--- src/rtl/boot_copy_sequencer_if.sv ---
// rtl/boot_copy_sequencer_if.sv - boot copy sequencer bus bundle (ROM, core download, HPS download)
// The master modport is the sequencer side; slave is the ROM/core/HPS side.
interface boot_copy_sequencer_if;
  logic        dn_wait;
  logic [15:0] rom_addr;
  logic [7:0]  rom_data;
  logic        host_download;
  logic        host_wr;
  logic [15:0] host_addr;
  logic [7:0]  host_data;
  logic        dn_go;
  logic        dn_wr;
  logic [15:0] dn_addr;
  logic [7:0]  dn_data;
  logic [15:0] execute_addr;
  logic        execute_enable;
  logic        busy;

  modport master (
    input  dn_wait, rom_data, host_download, host_wr, host_addr, host_data,
    output rom_addr, dn_go, dn_wr, dn_addr, dn_data, execute_addr, execute_enable, busy
  );

  modport slave (
    output dn_wait, rom_data, host_download, host_wr, host_addr, host_data,
    input  rom_addr, dn_go, dn_wr, dn_addr, dn_data, execute_addr, execute_enable, busy
  );
endinterface

--- src/rtl/boot_copy_sequencer.sv ---
// rtl/boot_copy_sequencer.sv - copies boot ROM bytes 0..BOOT_ROM_END into the core, then starts it
// An active HPS download takes over the core write port and restarts the copy when it ends.
module boot_copy_sequencer #(
  parameter logic [15:0] BOOT_ROM_END = 16'd275,
  parameter logic [15:0] EXEC_ADDR    = 16'h0000
) (
  input logic                   clk_sys,
  input logic                   reset_n,
  boot_copy_sequencer_if.master bus
);

  typedef enum logic [2:0] {IDLE, FETCH, CAPTURE, WRITE, EXEC, DONE, HOST} state_t;

  state_t      state_q, state_d;
  logic [15:0] n_q, n_d;
  logic [15:0] dn_addr_q, dn_addr_d;
  logic [7:0]  dn_data_q, dn_data_d;

  logic        go;
  logic        wr;
  logic        exe;
  logic [15:0] addr_o;
  logic [7:0]  data_o;

  always_ff @(posedge clk_sys) begin
    if (!reset_n) begin
      state_q   <= IDLE;
      n_q       <= 16'd0;
      dn_addr_q <= 16'd0;
      dn_data_q <= 8'd0;
    end else begin
      state_q   <= state_d;
      n_q       <= n_d;
      dn_addr_q <= dn_addr_d;
      dn_data_q <= dn_data_d;
    end
  end

  always_comb begin
    state_d   = state_q;
    n_d       = n_q;
    dn_addr_d = dn_addr_q;
    dn_data_d = dn_data_q;
    go        = 1'b0;
    wr        = 1'b0;
    exe       = 1'b0;
    addr_o    = dn_addr_q;
    data_o    = dn_data_q;

    case (state_q)
      IDLE: begin
        n_d     = 16'd0;
        state_d = FETCH;
      end
      FETCH: begin
        go      = 1'b1;
        state_d = CAPTURE;
      end
      CAPTURE: begin
        go        = 1'b1;
        dn_addr_d = n_q;
        dn_data_d = bus.rom_data;
        state_d   = WRITE;
      end
      WRITE: begin
        go = 1'b1;
        if (!bus.dn_wait) begin
          wr = 1'b1;
          // >= rather than == keeps n from ever running past the last byte
          if (n_q >= BOOT_ROM_END) begin
            state_d = EXEC;
          end else begin
            n_d     = n_q + 16'd1;
            state_d = FETCH;
          end
        end
      end
      EXEC: begin
        exe     = 1'b1;
        state_d = DONE;
      end
      DONE: begin
        state_d = DONE;
      end
      HOST: begin
        go      = 1'b1;
        wr      = bus.host_wr;
        addr_o  = bus.host_addr;
        data_o  = bus.host_data;
        state_d = bus.host_download ? HOST : IDLE;
      end
      default: begin
        state_d = IDLE;
      end
    endcase

    // A strobe already on the bus this cycle still completes; only the next state changes.
    if (bus.host_download && state_q != HOST) begin
      state_d = HOST;
    end
  end

  assign bus.rom_addr       = n_q;
  assign bus.dn_go          = go;
  assign bus.dn_wr          = wr;
  assign bus.dn_addr        = addr_o;
  assign bus.dn_data        = data_o;
  assign bus.execute_addr   = EXEC_ADDR;
  assign bus.execute_enable = exe;
  assign bus.busy           = (state_q != IDLE) && (state_q != DONE);

endmodule

--- src/flat_wrapper.sv ---
// flat-port wrapper written by rule: the top's interface ports become plain ports
module boot_copy_sequencer_flat 
#(
  parameter logic [15:0] BOOT_ROM_END = 16'd275,
  parameter logic [15:0] EXEC_ADDR    = 16'h0000
)
  (clk_sys, reset_n, bus_dn_wait, bus_rom_data, bus_host_download, bus_host_wr, bus_host_addr, bus_host_data, bus_rom_addr, bus_dn_go, bus_dn_wr, bus_dn_addr, bus_dn_data, bus_execute_addr, bus_execute_enable, bus_busy);
  boot_copy_sequencer_if bus_i ();
  input logic clk_sys;
  input logic reset_n;
  input wire logic [$bits(bus_i.dn_wait)-1:0] bus_dn_wait;
  input wire logic [$bits(bus_i.rom_data)-1:0] bus_rom_data;
  input wire logic [$bits(bus_i.host_download)-1:0] bus_host_download;
  input wire logic [$bits(bus_i.host_wr)-1:0] bus_host_wr;
  input wire logic [$bits(bus_i.host_addr)-1:0] bus_host_addr;
  input wire logic [$bits(bus_i.host_data)-1:0] bus_host_data;
  output wire logic [$bits(bus_i.rom_addr)-1:0] bus_rom_addr;
  output wire logic [$bits(bus_i.dn_go)-1:0] bus_dn_go;
  output wire logic [$bits(bus_i.dn_wr)-1:0] bus_dn_wr;
  output wire logic [$bits(bus_i.dn_addr)-1:0] bus_dn_addr;
  output wire logic [$bits(bus_i.dn_data)-1:0] bus_dn_data;
  output wire logic [$bits(bus_i.execute_addr)-1:0] bus_execute_addr;
  output wire logic [$bits(bus_i.execute_enable)-1:0] bus_execute_enable;
  output wire logic [$bits(bus_i.busy)-1:0] bus_busy;
  assign bus_i.dn_wait = bus_dn_wait;
  assign bus_i.rom_data = bus_rom_data;
  assign bus_i.host_download = bus_host_download;
  assign bus_i.host_wr = bus_host_wr;
  assign bus_i.host_addr = bus_host_addr;
  assign bus_i.host_data = bus_host_data;
  assign bus_rom_addr = bus_i.rom_addr;
  assign bus_dn_go = bus_i.dn_go;
  assign bus_dn_wr = bus_i.dn_wr;
  assign bus_dn_addr = bus_i.dn_addr;
  assign bus_dn_data = bus_i.dn_data;
  assign bus_execute_addr = bus_i.execute_addr;
  assign bus_execute_enable = bus_i.execute_enable;
  assign bus_busy = bus_i.busy;
  boot_copy_sequencer #(.BOOT_ROM_END(BOOT_ROM_END), .EXEC_ADDR(EXEC_ADDR)) u_core (.clk_sys(clk_sys), .reset_n(reset_n), .bus(bus_i));
endmodule
--- config.mk ---
export PLATFORM = sky130hd
export DESIGN_NAME = boot_copy_sequencer_flat
export DESIGN_NICKNAME = d
export VERILOG_FILES = /design/src/rtl/boot_copy_sequencer_if.sv /design/src/rtl/boot_copy_sequencer.sv /design/src/flat_wrapper.sv
export SDC_FILE = /design/constraint.sdc
export NUM_CORES = 1
export LEC_CHECK = 0
export ABC_AREA = 0
export ABC_CLOCK_PERIOD_IN_PS = 2600
export BUFFER_PORTS_ARGS = -buffer_cell sky130_fd_sc_hd__buf_2
export CELL_PAD_IN_SITES_DETAIL_PLACEMENT = 1
export CELL_PAD_IN_SITES_GLOBAL_PLACEMENT = 2
export CORE_MARGIN = 2
export CORE_UTILIZATION = 26
export DETAILED_ROUTE_END_ITERATION = 10
export GPL_TIMING_DRIVEN = 0
export PLACE_DENSITY = 0.84
export SYNTH_ARGS = -nofsm -noshare
export SYNTH_HDL_FRONTEND = slang
export SYNTH_SLANG_ARGS = --single-unit
export TNS_END_PERCENT = 100
--- constraint.sdc ---
create_clock -name clk_sys -period 2.6 [get_ports clk_sys]
set_clock_uncertainty 0.1 [all_clocks]
set_input_delay 0.52 -clock clk_sys [delete_from_list [all_inputs] [get_ports clk_sys]]
set_output_delay 0.52 -clock clk_sys [all_outputs]
set_load 0.005 [all_outputs]
==> results by group, run 1 <==
STA
  – Final min period: 2.39 ns
  – Relative slew slack: 56.3%
  – Unrepaired setup endpoints after global routing: false
  – Slew Viols, Final: 0
  – Slew @ Worst Pin: 0.650 ns
  – Period utilization: 91.8%
  – # setup viols final: 0
  – Max Clk Rate: 419 MHz
  – Setup TNS: 0 ns
  – Endpoints failing hold: 0

Clocking
  – TritonCTS Buffers: 5
  – Clock sinks: 43
  – Clock transition at path regs: 0.08 ns
  – Root Driver: clkbuf_8
  – Max clock buf depth: 2
  – Post-CTS Hold Fix Bufs: 0
  – Clock latency on the worst-skew pair: 0.30 ns
  – CTS H-tree lvls: 2
  – CTS tree: built

Final layout
  – Design area: 2890 sq um
  – Syn-to-layout area delta: 31.5%
  – Reg area: 863 sq um
  – Fill cells: 1026
  – Share of post-route cells with drive strength above 1: 39.3%
  – NumNets Final: 398
  – Area of the multi-input gates: 1190 sq um
  – # diodes: 0
  – Final core utilization: 35.1%
  – Fin cells: 466

Synth
  – Post-synthesis sequential area ratio: 39.2%
  – Largest family of logic cells by synthesized area: simple AND/OR/NAND/NOR gates
  – Post-synth top area share: 39.2%
  – Compound-Gate Fraction of Synth Area: 13.6%
  – Post-synthesis xor/xnor area fraction: 0%
  – Simple-gate share of the synthesized area: 24.7%
  – Leading area contributor after synthesis: dfxtp_1
  – Post-Syn Area per Cell: 8.41 sq um
  – Post-Synth Adder-Cell Area: 0.570%
  – #FFs+latches synth: 43
  – Post-Syn Instances: 261
  – Netlist Area Pre-Place: 2190 sq um
  – Yosys warns: 0
  – Async set-or-reset flop fraction in the synthesized netlist: 0%
  – EDFF count, synth: 0
  – Top cells by area, synth: dfxtp_1 39%, mux2_2 12%, nand2_1 10%
  – Count of different cell masters after synthesis: 37
  – Mux cell area share after synthesis: 12.3%
  – Top FF cell, synth: dfxtp_1

Critical path
  – CP arrival: 1.77 ns
  – CP required: 1.98 ns
  – Worst setup EP type: primary output
  – Crit path max-delay cell type: dfxtp_2
  – Worst-path cell chain: nor2b_2, nand2_2, buf_2, mux2_2, buf_2
  – CP max FO: 11
  – Worst Setup Path Type: flop to primary output
  – Cell repeated most along the worst path: buf_2
  – Critical Path Start Type: flop
  – Worst path max stage delay: 0.37 ns

Drt
  – Vias: 2165
  – Final ANT Viol Nets: 0
  – Drt pass-1 iters: 4
  – Starting DRT DRC Count: 40
  – Vias per cell: 4.65
  – Final WL: 6270 microns
  – # DRC: 0
  – Routed WL per cell: 13.4 microns

Global routing
  – Met3 Track Usage GR: 3.05%
  – Global Route met1 Usage: 17.2%
  – Met2 usage: 24.8%
  – Initial antenna violation count: 0
  – Largest net degree at the start of global routing: 14
  – Global-route wire length before repair: 10000 microns
  – Tot GR Track Use: 13.9%
  – Number of global-route vias before repair: 2056
  – Total grt overflow: 0
  – Grt peak-use layer: met2

Run status
  – Outcome: finished clean

Floorplan
  – Chip height: 95.9 microns
  – Num rows: 33
  – IO Count: 97
  – Die footprint: 9190 sq um
  – Die width: 95.9 microns
  – Initial Util: 26.7%
  – Core Area: 8220 sq um

Pwr
  – Sequential power share: 50.7%
  – Gate power share: 13.6%
  – Clock power frac: 35.7%
  – Cell Int Power: 1.00 mW
  – Sw frac: 25.7%
  – P_leak: 1.32 nW
  – Power density over the cells: 466 nW/um^2
  – Tot Pwr: 1.35 mW
  – Worst vdd ir: 0.203 mV
  – P_sw: 0.346 mW

Hold path
  – Worst hold path type: primary input to flop

Placement
  – GPL Wtd Cong: 0.802
  – IO buf count: 80
  – Placed instance count: 461
  – DP Area: 2780 sq um
  – HPWL Detailed: 4940 microns

Run
  – Max cap viols: 0
## worst max-delay path, delay by kind of cell (launching register included)
family	cells	cell delay (ns)
simple gates	2	0.33
flops	1	0.37
buf+inv	2	0.40
mux	1	0.36
## final cells by class
cell class	instances	share of cell area [%]
tap	105	4.55
clock inverter	1	0.260
multi-input combinational	197	41.2
timing repair buffer	80	13.9
sequential	43	29.9
clock buffer	7	3.34
inverter	4	0.520
buffer	29	6.29
## cell usage in the layout, fill, tap and decap left out, drive strengths merged
cell type,synthesis,routed
a21oi,34,34
a311oi,1,1
a31oi,2,2
and2,1,1
and2b,1,1
and3,8,8
and4,1,1
buf,19,99
clkbuf,13,17
clkinvlp,0,1
conb,1,16
dfxtp,43,43
ha,1,1
inv,4,4
mux2,24,24
nand2,59,59
nand2b,3,3
nand3,4,4
nand3b,1,1
nand4,4,4
nor2,4,4
nor2b,4,4
nor3,2,2
nor4,1,1
o211ai,1,1
o21ai,3,3
o221ai,1,1
o311ai,1,1
o31ai,6,6
or2,1,1
or3,6,6
or4,6,6
or4b,1,1
## synth_stat cells (2+ instances only)
master	count
clkbuf_1	13
nand4_1	4
a21oi_1	34
nor2b_1	4
nand2b_1	3
buf_2	2
nor2_1	4
mux2_2	24
nand3_1	3
nor3_1	2
buf_4	16
o31ai_1	5
or4_1	6
a31oi_1	2
inv_1	4
dfxtp_1	43
or3_1	6
o21ai_0	3
nand2_1	59
and3_1	7
## metal layers
layer	wire (microns)	part of all wire, %
met1	2740	44
met2	3140	50
met3	339	5.4
met4	44	0.70
met5	0	0
## registers in the layout (all words and copies together), names as in the netlist
register and count:
u_core.dn_addr_q 16, u_core.state_q 3, u_core.bus.rom_addr 16, u_core.dn_data_q 8
## kinds of logic after synthesis
logic type	Yosys count
simple gates	107
other cells	1
compound gates	49
flops	43
buf+inv	36
fa+ha+maj	1
mux	24
## timing repair
| action | 4_1_cts | 5_1_grt |
|---|---|---|
| endpoints found under the setup margin | 20 | 20 |
| resized for setup | 3 | 2 |
| buffers inserted | 0 | 0 |
## worst paths after layout
check,from,endpoint,slack [ns],cells after the start
max,u_core.state_q[2],bus_dn_data[6],0.21,5
min,bus_host_download,u_core.state_q[0],0.33,2
max reg2reg,u_core.bus.rom_addr[0],u_core.bus.rom_addr[6],0.47,6
min reg2reg,u_core.dn_data_q[1],u_core.dn_data_q[1],0.35,2
## power groups by stage
| stage | Sequential [mW] | Combinational (mW) | Clock, mW |
|---|---|---|---|
| global placement | 0.688 | 0.191 | 0 |
| global route | 0.685 | 0.208 | 0.520 |
| CTS | 0.681 | 0.187 | 0.492 |
| floorplan | 0.687 | 0.118 | 0 |
| detailed placement | 0.689 | 0.196 | 0 |
| finish | 0.681 | 0.183 | 0.481 |
## through the flow
step           worst slack (ns)  hold WS (ns)
3_5_place_dp             0.0531         0.347
6_report                  0.212         0.333
2_1_floorplan             0.580         0.333
5_1_grt                  0.0699         0.331
4_1_cts                  0.0623         0.327
3_3_place_gp             0.0898         0.340
Power figures use the tool's default switching activity.
==> run 2: changes to the inputs <==
- ABC_CLOCK_PERIOD_IN_PS: 2600 -> 2900
- CORE_MARGIN: 2 -> 10
- CORE_UTILIZATION: 26 -> 28
- GPL_TIMING_DRIVEN: 0 -> not set
- PLACE_DENSITY: 0.84 -> 0.89
- clock period: 2.6 -> 2.9 ns (I/O delays scaled with it)
==> run 2 against run 1 <==
  * Sequential share of layout area grew 1.8 points
  * Largest power group unchanged
  * Largest cell class unchanged
  * Design area shrank 5.9%
  * Global-route usage shrank 2.9 points
  * Combinational power shrank 22%
  * Register-to-register slack gained 0.32 ns
  * First-iteration DRC count grew 68%
  * Critical path depth is the same
==> results by group, run 2 (synthesized netlist as in run 1, its figures left out) <==
Critical path
  – CP arrival: 1.90 ns
  – R2r startpoint: u_core.state_q[0]
  – Critical Path Start Type: flop
  – Worst Setup Path Type: flop to primary output
  – Worst setup EP type: primary output
  – Reg-to-reg setup timing slack: 0.79 ns
  – Worst R2R End: u_core.bus.rom_addr[7]
  – Worst Reg-to-Reg Cells: 4
  – CP max FO: 24
  – CP required: 2.22 ns

Drt
  – Routed WL per cell: 15.4 microns
  – Drt pass-1 iters: 4
  – Final ANT Viol Nets: 0
  – Vias per cell: 4.66
  – Starting DRT DRC Count: 67
  – # DRC: 0
  – Vias: 2038
  – Final WL: 6710 microns

Pwr
  – Tot Pwr: 1.17 mW
  – Worst vdd ir: 0.150 mV
  – Power density over the cells: 432 nW/um^2
  – P_leak: 1.22 nW

Final layout
  – Most frequent cells in the layout: 80 x buf_2, 59 x nand2_1, 43 x dfxtp_1
  – Fill cells: 964
  – Share of post-route cells with drive strength above 1: 36.4%
  – NumNets Final: 372
  – Syn-to-layout area delta: 23.7%
  – # diodes: 0
  – Design area: 2710 sq um
  – Commonest non-fill, non-tap cell in the layout: buf_2

STA
  – Slew Viols, Final: 0
  – Slew @ Worst Pin: 0.942 ns
  – Period utilization: 88.8%
  – Final min period: 2.58 ns
  – Setup TNS: 0 ns
  – Endpoints failing hold: 0
  – Relative slew slack: 37.2%
  – Max Clk Rate: 388 MHz
  – # setup viols final: 0
  – Unrepaired setup endpoints after global routing: false

Placement
  – DP Area: 2610 sq um
  – IO buf count: 80
  – GPL Wtd Cong: 0.824
  – HPWL Detailed: 5120 microns

Run
  – Max cap viols: 0

Clocking
  – Root Driver: clkbuf_8
  – Post-CTS Hold Fix Bufs: 0
  – Post-CTS setup buffer count: 0
  – Clock transition at path regs: 0.09 ns
  – CTS H-tree lvls: 2
  – TritonCTS Buffers: 5
  – CTS tree: built
  – Max clock buf depth: 2
  – Number of cells upsized or downsized after cts: 0
  – Clock sinks: 43
  – Clock latency on the worst-skew pair: 0.29 ns

Run status
  – Outcome: finished clean

Floorplan
  – Initial Util: 28.5%
  – IO Count: 97
  – Die footprint: 11800 sq um
  – Chip height: 109 microns
  – Core Area: 7690 sq um
  – Num rows: 32
  – Die width: 109 microns

Global routing
  – Largest net degree at the start of global routing: 25
  – Tot GR Track Use: 11.0%
  – Global-route wire length before repair: 10600 microns
  – Total grt overflow: 0
  – Number of global-route vias before repair: 2100
  – Initial antenna violation count: 0

Hold path
  – Worst hold path type: flop to flop
  – Cell depth of the worst hold path: 2
  – Worst hold start: u_core.dn_data_q[2]
  – Hold Path End: u_core.dn_data_q[2]
## run 2: worst max-delay path by stage
stage	endpoint	cells past startpoint	startpoint
after global routing	bus_dn_data[7]	5	u_core.state_q[0]
after CTS	bus_dn_data[7]	5	u_core.state_q[0]
after detailed placement	bus_dn_data[7]	5	u_core.state_q[0]
after floorplan	bus_dn_addr[10]	5	u_core.state_q[0]
after global placement	bus_dn_addr[3]	5	u_core.state_q[0]
final	bus_dn_data[7]	5	u_core.state_q[0]
## run 2: power breakdown
part / switching, mW / internal [mW]
Sequential: 0.0114 / 0.599
Clock: 0.201 / 0.218
Combinational: 0.0810 / 0.0623
## run 2: metrics by stage
step / hold WS (ns) / instances / worst slack (ns) / util, %
after floorplan: 0.333 / 276 / 0.820 / -
after global placement: 0.340 / 429 / 0.727 / 34.0
after detailed placement: 0.346 / 429 / 0.640 / 34.0
after CTS: 0.358 / 437 / 0.323 / 35.3
after global routing: 0.377 / 437 / 0.211 / 35.3
final: 0.356 / 437 / 0.323 / 35.3
## run 2: per-layer routing
metal / GRT usage (%) / wire [microns] / vias up
met5: 0 / 0 / -
met4: 3.01 / 33 / 0
met3: 3.99 / 508 / 4
met2: 18.0 / 3180 / 59
met1: 13.3 / 2990 / 959
li1: - / - / 1016
## run 2: cell type report
type                    count  area, sq um  area share [%]
multi-input cells         197         1190            43.8
flip-flops and latches     43          861            31.7
repair buffers             83          423            15.6
well taps                 102          128            4.70
clock buffers               8          100            3.69
inverters                   4         15.0           0.553
## run 2: worst max-delay path: stages (launching register included)
cell and delay, ns:
dfxtp_1 0.54, nor2b_1 0.14, nand2_1 0.10, buf_4 0.32, mux2_2 0.38, buf_2 0.13
==> run 3: changes to the inputs <==
- ABC_AREA: 0 -> 1
- CORE_UTILIZATION: 28 -> 26
==> run 3 against run 2 <==
  * Critical path depth increased by 1
  * Utilization decreased by 2.5 points
  * Setup slack improved by 0.18 ns
  * Clock power decreased by 1%
  * Die area increased by 7.9%
  * Largest power group unchanged
  * Highest routed layer unchanged
==> results by group, run 3 <==
Synth
  – #FFs+latches synth: 43
  – Async set-or-reset flop fraction in the synthesized netlist: 0%
  – Count leader, synth: a21oi_1
  – Count of different cell masters after synthesis: 29
  – Top cells by area, synth: dfxtp_1 39%, a21oi_1 13%, nor2_1 8.2%
  – Post-synth top area share: 38.5%
  – Post-Syn Instances: 330
  – Yosys warns: 0
  – Top FF cell, synth: dfxtp_1
  – Post-synth top cells: 59 x a21oi_1, 49 x nor2_1, 43 x dfxtp_1
  – Post-Syn Area per Cell: 6.78 sq um
  – Leading area contributor after synthesis: dfxtp_1
  – Netlist Area Pre-Place: 2240 sq um
  – Post-synthesis sequential area ratio: 38.5%
  – EDFF count, synth: 0

Critical path
  – Crit. Startpoint: u_core.state_q[0]
  – Critical Path Start Type: flop
  – Worst Setup Path Type: flop to primary output
  – CP required: 2.22 ns
  – CP max FO: 46
  – CP arrival: 1.71 ns
  – Worst setup EP type: primary output
  – R2r startpoint: u_core.state_q[0]

Drt
  – Vias per cell: 4.42
  – # DRC: 0
  – Final WL: 7030 microns
  – Routed WL per cell: 13.9 microns
  – Vias: 2233
  – Drt pass-1 iters: 4
  – Final ANT Viol Nets: 0
  – Starting DRT DRC Count: 113

Pwr
  – P_leak: 1.31 nW
  – Clock power frac: 31.2%
  – Tot Pwr: 1.32 mW
  – Cell Int Power: 0.953 mW
  – Sw frac: 28.1%
  – Gate power share: 20.1%
  – P_sw: 0.372 mW
  – Sequential power share: 48.7%
  – Worst vdd ir: 0.164 mV
  – Power density over the cells: 487 nW/um^2

Floorplan
  – Num rows: 33
  – Core Area: 8300 sq um
  – Initial Util: 26.9%
  – IO Count: 97
  – Chip height: 113 microns
  – Die footprint: 12700 sq um
  – Die width: 113 microns

Global routing
  – Number of global-route vias before repair: 2299
  – Global-route wire length before repair: 11600 microns
  – Initial antenna violation count: 0
  – Total grt overflow: 0
  – Largest net degree at the start of global routing: 49
  – Tot GR Track Use: 10.7%

Clocking
  – CTS H-tree lvls: 2
  – Post-CTS Hold Fix Bufs: 0
  – Clock transition at path regs: 0.08 ns
  – Clock latency on the worst-skew pair: 0.29 ns
  – Max clock buf depth: 2
  – Clock sinks: 43
  – CTS tree: built
  – Post-CTS setup buffer count: 0
  – TritonCTS Buffers: 5
  – Root Driver: clkbuf_8
  – Number of cells upsized or downsized after cts: 0

STA
  – Final min period: 2.39 ns
  – Worst Slack Setup Final: 0.507 ns
  – # setup viols final: 0
  – Max Clk Rate: 418 MHz
  – Setup TNS: 0 ns
  – Relative slew slack: 66.4%
  – Slew @ Worst Pin: 0.503 ns
  – Endpoints failing hold: 0
  – Period utilization: 82.5%
  – Slew Viols, Final: 0
  – Unrepaired setup endpoints after global routing: false

Placement
  – HPWL Detailed: 5450 microns
  – Worst slack, placed: 0.824 ns
  – DP Area: 2620 sq um
  – Placed instance count: 497
  – IO buf count: 80
  – GPL Wtd Cong: 0.796

Final layout
  – Share of post-route cells with drive strength above 1: 24.3%
  – Design area: 2720 sq um
  – Commonest non-fill, non-tap cell in the layout: buf_2
  – Fin cells: 505
  – NumNets Final: 437
  – Most frequent cells in the layout: 80 x buf_2, 59 x a21oi_1, 49 x nor2_1
  – Syn-to-layout area delta: 21.6%
  – # diodes: 0

Hold path
  – Worst hold path type: flop to flop
  – Worst hold start: u_core.dn_data_q[2]

Run
  – Max cap viols: 0

Run status
  – Outcome: finished clean
[run 3: final cells by class]
class / instances / area, sq um
fill: 1102 / 5580
clock buffer: 8 / 100
timing repair buffer: 82 / 415
sequential: 43 / 861
tap: 105 / 131
inverter: 41 / 154
multi-input combinational: 226 / 1060
[run 3: power groups by stage]
stage	clock, mW	combinational (mW)	sequential, mW
2_1_floorplan	0	0.188	0.652
3_3_place_gp	0	0.262	0.657
3_5_place_dp	0	0.270	0.660
4_1_cts	0.429	0.270	0.645
5_1_grt	0.452	0.308	0.651
6_report	0.413	0.266	0.645
[run 3: path summary, 6_finish.rpt]
check,slack (ns),to,depth (start not counted)
setup / recovery,0.51,bus_dn_addr[10],6
hold / removal,0.36,u_core.dn_data_q[2],2
setup reg to reg,0.84,u_core.bus.rom_addr[10],7
hold reg to reg,0.36,u_core.dn_data_q[2],2
[run 3: cells by family (layout without fill, tap and decap cells)]
kind of cell	count (synthesis)	in the layout	share of synthesized area, %
simple gates	116	116	21.8
compound gates	91	91	21.2
xor+xnor	2	2	0.784
fa+ha+maj	1	1	0.560
buf+inv	76	131	17.0
other cells	1	16	0.168
flops	43	43	38.5
[run 3: metrics by stage]
step                      util, %  hold slack [ns]
final                        32.8            0.358
after global routing         32.8            0.387
after CTS                    32.8            0.362
after detailed placement     31.6            0.351
after global placement       31.6            0.341
after floorplan                 -            0.330
[run 3: critical path: stages (launching register included)]
cell and delay [ns]:
dfxtp_1 0.36, inv_1 0.12, nand3_2 0.13, buf_4 0.39
nor2_1 0.09, a21oi_1 0.17, buf_2 0.16
[run 3: metal layers]
layer  GRT usage [%]  up-vias  wire length (microns)
li1                -     1159                      -
met2            17.1       69                   3150
met4            3.38        0                     90
met3            3.06        7                    466
met1            13.6      998                   3320
met5               0        -                      0
